## src/rtl/post_norm_fmul_seq.sv

```systemverilog
// Multi-cycle post-normalization and rounding stage for the single-precision multiplier.
// Normalizes one bit per cycle, rounds once, and holds the packed result until it is taken.
module post_norm_fmul_seq #(
    parameter int MAX_DN_SHIFT = 48
) (
    input  logic        clk,
    input  logic        rst,
    input  logic        in_valid,
    output logic        in_ready,
    input  logic [47:0] fract_in,
    input  logic [7:0]  exp_in,
    input  logic [1:0]  exp_ovf,
    input  logic        sign_in,
    input  logic        inf_in,
    input  logic        op_inf,
    input  logic        op_nan,
    input  logic [1:0]  rmode,
    output logic        out_valid,
    input  logic        out_ready,
    output logic [31:0] result,
    output logic        overflow,
    output logic        underflow,
    output logic        inexact
);

    localparam logic [1:0] RM_RNE = 2'b00;
    localparam logic [1:0] RM_RZ  = 2'b01;
    localparam logic [1:0] RM_UP  = 2'b10;

    localparam logic signed [9:0] DN_LIMIT = 10'(1 - MAX_DN_SHIFT);
    localparam logic signed [9:0] E_ONE    = 10'sd1;
    localparam logic signed [9:0] E_MAX    = 10'sd255;

    typedef enum logic [2:0] {
        S_IDLE,
        S_NORM,
        S_DENORM,
        S_ROUND,
        S_DONE
    } state_t;

    state_t            state_q, state_d;
    logic [47:0]       m_q, m_d;
    logic              sticky_q, sticky_d;
    logic signed [9:0] e_q, e_d;
    logic              sign_q, sign_d;
    logic [1:0]        rmode_q, rmode_d;
    logic              tiny_q, tiny_d;
    logic [31:0]       result_q, result_d;
    logic              ovf_q, ovf_d;
    logic              unf_q, unf_d;
    logic              inx_q, inx_d;

    // Overflow saturates to infinity only when rounding points away from zero.
    function automatic logic [31:0] ovf_result(input logic s, input logic [1:0] rm);
        logic to_inf;
        case (rm)
            RM_RNE:  to_inf = 1'b1;
            RM_RZ:   to_inf = 1'b0;
            RM_UP:   to_inf = ~s;
            default: to_inf = s;
        endcase
        return to_inf ? {s, 8'hFF, 23'd0} : {s, 8'hFE, 23'h7FFFFF};
    endfunction

    logic [23:0]       kept;
    logic              guard;
    logic              st;
    logic              rnd_inc;
    logic [24:0]       kept_sum;
    logic [23:0]       kept_rnd;
    logic signed [9:0] e_rnd;

    always_comb begin
        kept  = m_q[46:23];
        guard = m_q[22];
        st    = (|m_q[21:0]) | sticky_q;
        case (rmode_q)
            RM_RNE:  rnd_inc = guard & (st | kept[0]);
            RM_RZ:   rnd_inc = 1'b0;
            RM_UP:   rnd_inc = (guard | st) & ~sign_q;
            default: rnd_inc = (guard | st) & sign_q;
        endcase
        kept_sum = {1'b0, kept} + {24'd0, rnd_inc};
        // A carry out of the 24-bit significand renormalizes to 1.0 with a bumped exponent.
        kept_rnd = kept_sum[24] ? 24'h800000 : kept_sum[23:0];
        e_rnd    = kept_sum[24] ? e_q + E_ONE : e_q;
    end

    always_comb begin
        state_d  = state_q;
        m_d      = m_q;
        sticky_d = sticky_q;
        e_d      = e_q;
        sign_d   = sign_q;
        rmode_d  = rmode_q;
        tiny_d   = tiny_q;
        result_d = result_q;
        ovf_d    = ovf_q;
        unf_d    = unf_q;
        inx_d    = inx_q;

        case (state_q)
            S_IDLE: begin
                if (in_valid) begin
                    m_d      = fract_in;
                    sticky_d = 1'b0;
                    sign_d   = sign_in;
                    rmode_d  = rmode;
                    tiny_d   = 1'b0;
                    e_d      = exp_ovf[1] ? (10'sd0 - $signed({2'b00, exp_in}))
                                          : $signed({2'b00, exp_in});
                    ovf_d    = 1'b0;
                    unf_d    = 1'b0;
                    inx_d    = 1'b0;
                    state_d  = S_NORM;
                    if (op_nan) begin
                        result_d = 32'h7FC00000;
                        state_d  = S_DONE;
                    end else if (op_inf) begin
                        result_d = {sign_in, 8'hFF, 23'd0};
                        state_d  = S_DONE;
                    end else if (exp_ovf == 2'b11 || inf_in) begin
                        result_d = ovf_result(sign_in, rmode);
                        ovf_d    = 1'b1;
                        inx_d    = 1'b1;
                        state_d  = S_DONE;
                    end else if (fract_in == '0) begin
                        result_d = {sign_in, 31'd0};
                        state_d  = S_DONE;
                    end
                end
            end

            S_NORM: begin
                if (m_q[47]) begin
                    m_d      = m_q >> 1;
                    sticky_d = sticky_q | m_q[0];
                    e_d      = e_q + E_ONE;
                end else if (!m_q[46] && e_q > E_ONE) begin
                    m_d = m_q << 1;
                    e_d = e_q - E_ONE;
                end else if (e_q < E_ONE) begin
                    tiny_d  = 1'b1;
                    state_d = S_DENORM;
                end else begin
                    // Leaving with a hidden bit of zero at the minimum exponent is a denormal.
                    if (!m_q[46] && e_q == E_ONE) begin
                        tiny_d = 1'b1;
                    end
                    state_d = S_ROUND;
                end
            end

            S_DENORM: begin
                if (e_q < DN_LIMIT) begin
                    sticky_d = sticky_q | (|m_q);
                    m_d      = '0;
                    e_d      = E_ONE;
                    state_d  = S_ROUND;
                end else begin
                    m_d      = m_q >> 1;
                    sticky_d = sticky_q | m_q[0];
                    e_d      = e_q + E_ONE;
                    if (e_q == 10'sd0) begin
                        state_d = S_ROUND;
                    end
                end
            end

            S_ROUND: begin
                if (e_rnd >= E_MAX) begin
                    result_d = ovf_result(sign_q, rmode_q);
                    ovf_d    = 1'b1;
                    unf_d    = 1'b0;
                    inx_d    = 1'b1;
                end else begin
                    result_d = {sign_q, (kept_rnd[23] ? e_rnd[7:0] : 8'd0), kept_rnd[22:0]};
                    ovf_d    = 1'b0;
                    unf_d    = tiny_q & (guard | st);
                    inx_d    = guard | st;
                end
                state_d = S_DONE;
            end

            S_DONE: begin
                if (out_ready) begin
                    state_d = S_IDLE;
                end
            end

            default: state_d = S_IDLE;
        endcase
    end

    always_ff @(posedge clk) begin
        if (rst) begin
            state_q  <= S_IDLE;
            m_q      <= '0;
            sticky_q <= 1'b0;
            e_q      <= '0;
            sign_q   <= 1'b0;
            rmode_q  <= 2'b00;
            tiny_q   <= 1'b0;
            result_q <= '0;
            ovf_q    <= 1'b0;
            unf_q    <= 1'b0;
            inx_q    <= 1'b0;
        end else begin
            state_q  <= state_d;
            m_q      <= m_d;
            sticky_q <= sticky_d;
            e_q      <= e_d;
            sign_q   <= sign_d;
            rmode_q  <= rmode_d;
            tiny_q   <= tiny_d;
            result_q <= result_d;
            ovf_q    <= ovf_d;
            unf_q    <= unf_d;
            inx_q    <= inx_d;
        end
    end

    assign in_ready  = (state_q == S_IDLE);
    assign out_valid = (state_q == S_DONE);
    assign result    = result_q;
    assign overflow  = ovf_q;
    assign underflow = unf_q;
    assign inexact   = inx_q;

endmodule
```

## config.mk

```make
export PLATFORM = sky130hd
export DESIGN_NAME = post_norm_fmul_seq
export DESIGN_NICKNAME = d
export VERILOG_FILES = /design/src/rtl/post_norm_fmul_seq.sv
export SDC_FILE = /design/constraint.sdc
export NUM_CORES = 1
export LEC_CHECK = 0
export CAP_MARGIN = 20
export CORE_AREA = 2 2 117 164
export CTS_BUF_LIST = sky130_fd_sc_hd__clkbuf_4 sky130_fd_sc_hd__clkbuf_8
export DETAILED_ROUTE_END_ITERATION = 6
export DIE_AREA = 0 0 119 166
export PLACE_DENSITY_LB_ADDON = 0.12
export SETUP_SLACK_MARGIN = 0.05
export SLEW_MARGIN = 20
export SYNTH_ARGS = -nofsm -noshare
export SYNTH_HDL_FRONTEND = slang
export SYNTH_SLANG_ARGS = --single-unit
export TNS_END_PERCENT = 100
```

## constraint.sdc

```tcl
create_clock -name clk -period 4.2 [get_ports clk]
set_input_delay 0.84 -clock clk [delete_from_list [all_inputs] [get_ports clk]]
set_output_delay 0.84 -clock clk [all_outputs]
set_load 0.05 [all_outputs]
```

==> results_dict.tcl <==
set metrics [dict create \
    status "finished, violations left" \
    violations "design-rule violations" \
    p_seq_frac 0.438 \
    worst_setup_path_end_kind "flop" \
    grt_pass1_wl_um 32900 \
    fmaxAchievable_mhz 257 \
    clkPwrFrac 0.213 \
    synth_top_area_share 0.321 \
    ys_warn_count 0 \
    vdd_drop_max_mv 0.144 \
    min_period_ns 3.90 \
    cts_inserted_buffers 9 \
    hold_path_class "flop to flop" \
    finalHoldViolCount 0 \
    clkLatencyLatePin_ns 0.40 \
    via_count 6421 \
    nNetsFinal 902 \
    critPathKind "flop to flop" \
    cp_data_required_time_ns 4.55 \
    tightest_slew_ns 0.893 \
    gp_congestion 0.846 \
    synth_common_cells "nor2_1 (104), dfxtp_1 (101), a211oi_1 (54)" \
    max_slew_margin 0.405 \
    setup_viol 0 \
    cts_root_buffer "clkbuf_8" \
    rsz0062_at_grt "false" \
    leakagePower_nw 2.62 \
    drv_slew 0 \
    grt_max_degree 72 \
    crit_arrival_ns 4.24 \
    num_rows 59 \
    die_w_um 119 \
    die_area_um2 19800 \
    fin_crit_sh 0.928 \
    die_h_um 166 \
    drtAntennaViolNets 0 \
    max-cap-violations 0 \
    cts_buffer_depth 2 \
    hold_ws_ns 0.462 \
    synth_top_area_cell "dfxtp_1" \
    synth_seq_cells 101 \
    worst-path-max-fanout 11 \
    routedWlPerCell_um 19.4 \
    path_clk_slew_ns 0.11 \
    synth_most_common_cell "nor2_1" \
    drtIter0Drc 713 \
    start_util 0.343 \
    synth_edf_count 0 \
    syn_nets 841 \
    fillers 1932 \
    wl_um 20900 \
    power.density_nw_per_um2 383 \
    grt_pass1_vias 6068 \
    cts_hold_buf 0 \
    antenna_found_initial 0 \
    p_switching_mw 1.20 \
    synthArstFlopShare 0 \
    yosys-top-cells-area "dfxtp_1 (32%), a222oi_1 (7.3%), a211oi_1 (6.4%), nor2_1 (6.2%), o221a_1 (3.6%)" \
    dp_hpwl_um 15000 \
    tns_ns 0 \
    track_usage 0.204 \
    drtPass1Iterations 7 \
    vias_per_cell 5.97 \
    cts_tree "yes" \
    syn_area_um2 6310 \
    synth_cells 765 \
    drive_gt1_frac 0.0927 \
    internal_power_mw 1.74 \
    drc 1 \
    syn_avg_cell_area_um2 8.24 \
    start_kind "flop" \
    power_frac_comb 0.349 \
    ios 105 \
    core_area_um2 18400 \
    cts_sinks 101 \
    grt_remaining_overflow 0 \
    swShare 0.407 \
    ctsHtreeMaxLevel 3 \
    yosysSeqAreaShare 0.321 \
    area_growth_pct 21.6 \
    antenna_cells 0 \
    portBuffers 104 \
    fin_skew_ns 0.0135 \
    yosysUniqueCellTypes 74 \
    synthFlopType "dfxtp_1" \
]
## area by class of cell
cell class                      count  area [um2]  share of cell area
Sequential cell                   101        2020               0.264
Inverter                           20        75.1             0.00979
Clock buffer                       10         131              0.0171
Timing Repair Buffer              123        1190               0.155
Multi-Input combinational cell    571        3890               0.507
Clock inverter                      6        55.1             0.00718
Tap cell                          244         305              0.0398
## worst max-delay path: stages (launching register included)
cell and delay [ns]:
dfxtp_1 0.36, nor4_1 0.39, and4_1 0.24, nand3_1 0.13, buf_4 0.20, a32o_1 0.25, ha_1 0.20, ha_1 0.24
nand3_1 0.16, nor4_4 0.06, buf_4 0.16, and2_1 0.23, o311a_1 0.17, o21a_2 0.31, o211ai_2 0.45, o221a_1 0.28
## routing by layer
metal / vias up / GRT usage / part of all wire
met5: - / 0 / 0
met4: 0 / 0.0875 / 0.028
met3: 37 / 0.0340 / 0.059
met2: 252 / 0.328 / 0.47
met1: 3056 / 0.268 / 0.44
li1: 3076 / - / -
## cell families (layout without fill, tap and decap cells)
family	after synthesis	in the layout	share of synthesized area
AO/OA/AOI/OAI	242	243	0.316
XOR/XNOR	34	34	0.0472
adder cells (fa/ha/maj)	8	8	0.0159
buffers and inverters	94	159	0.0682
flip-flops	101	101	0.321
multiplexers	5	5	0.00794
AND/OR/NAND/NOR	281	281	0.224
## per-stage QoR
stage	instance area (um2)	std cells	worst slack [ns]	utilization	power [mW]
6_report	7670	1075	0.303	0.417	2.94
5_1_grt	7670	1075	0.109	0.417	3.10
3_3_place_gp	7450	1055	0.325	0.405	2.31
3_5_place_dp	7450	1055	0.159	0.405	2.32
4_1_cts	7630	1071	0.127	0.415	2.95
2_1_floorplan	6310	765	0.857	-	1.99
## timing repair
action | in CTS | in global routing
setup buffers | 0 | 3
resized for setup | 0 | 1
setup endpoints to repair | 0 | 23
endpoints found under the hold margin | 0 | 0
## power groups by stage
stage / Sequential (mW) / Clock [mW] / Combinational [mW]
final: 1.29 / 0.625 / 1.02
after global routing: 1.31 / 0.677 / 1.11
after CTS: 1.28 / 0.646 / 1.02
after detailed placement: 1.31 / 0 / 1.01
after global placement: 1.30 / 0 / 1.01
after floorplan: 1.35 / 0 / 0.639
## sequential cells by signal, indices dropped and copies added, names as in the netlist
signal     flops
e_q           10
inexact        1
m_q           48
overflow       1
result        32
rmode_q        2
sign_q         1
state_q        3
sticky_q       1
tiny_q         1
underflow      1
## worst paths after layout
kind                            cells past startpoint           startpoint                 endpoint  slack, ns
worst min register to register                      2  tiny_q$_SDFFE_PP0P_      tiny_q$_SDFFE_PP0P_       0.46
worst max register to register                     15  m_q[7]$_SDFFE_PP0P_  result[10]$_SDFFE_PP0P_       0.30
worst max-delay path                               15  m_q[7]$_SDFFE_PP0P_  result[10]$_SDFFE_PP0P_       0.30
worst min-delay path                                2  tiny_q$_SDFFE_PP0P_      tiny_q$_SDFFE_PP0P_       0.46
## cells in the final DEF, fill, tap and decap left out, types with 3 or more instances in the layout
cell             count
a221oi_1             6
inv_1               20
a211oi_1            54
a222oi_1            46
nand4_1              9
xnor2_1             16
nand2_1             53
nor4_1              27
nor2b_1              3
nand3_1             19
nor3_1              16
nor2_1             102
nand3b_1             3
a21oi_1             27
and3_1               6
or3_1                3
xor2_1              18
o211ai_1             4
o21ai_0             24
nor2_2               9
and4_1               3
or2_2                3
o221ai_1             3
mux2i_1              5
dfxtp_1            101
clkbuf_8             9
and2_1               3
clkdlybuf4s50_1    103
o31ai_1              6
nor3b_1              5
or4_1                3
nand2b_1             3
a22oi_1              5
buf_4               18
a211oi_2             8
o22ai_1              3
o221a_1             20
ha_1                 8
(Power assumes the default switching activity.)
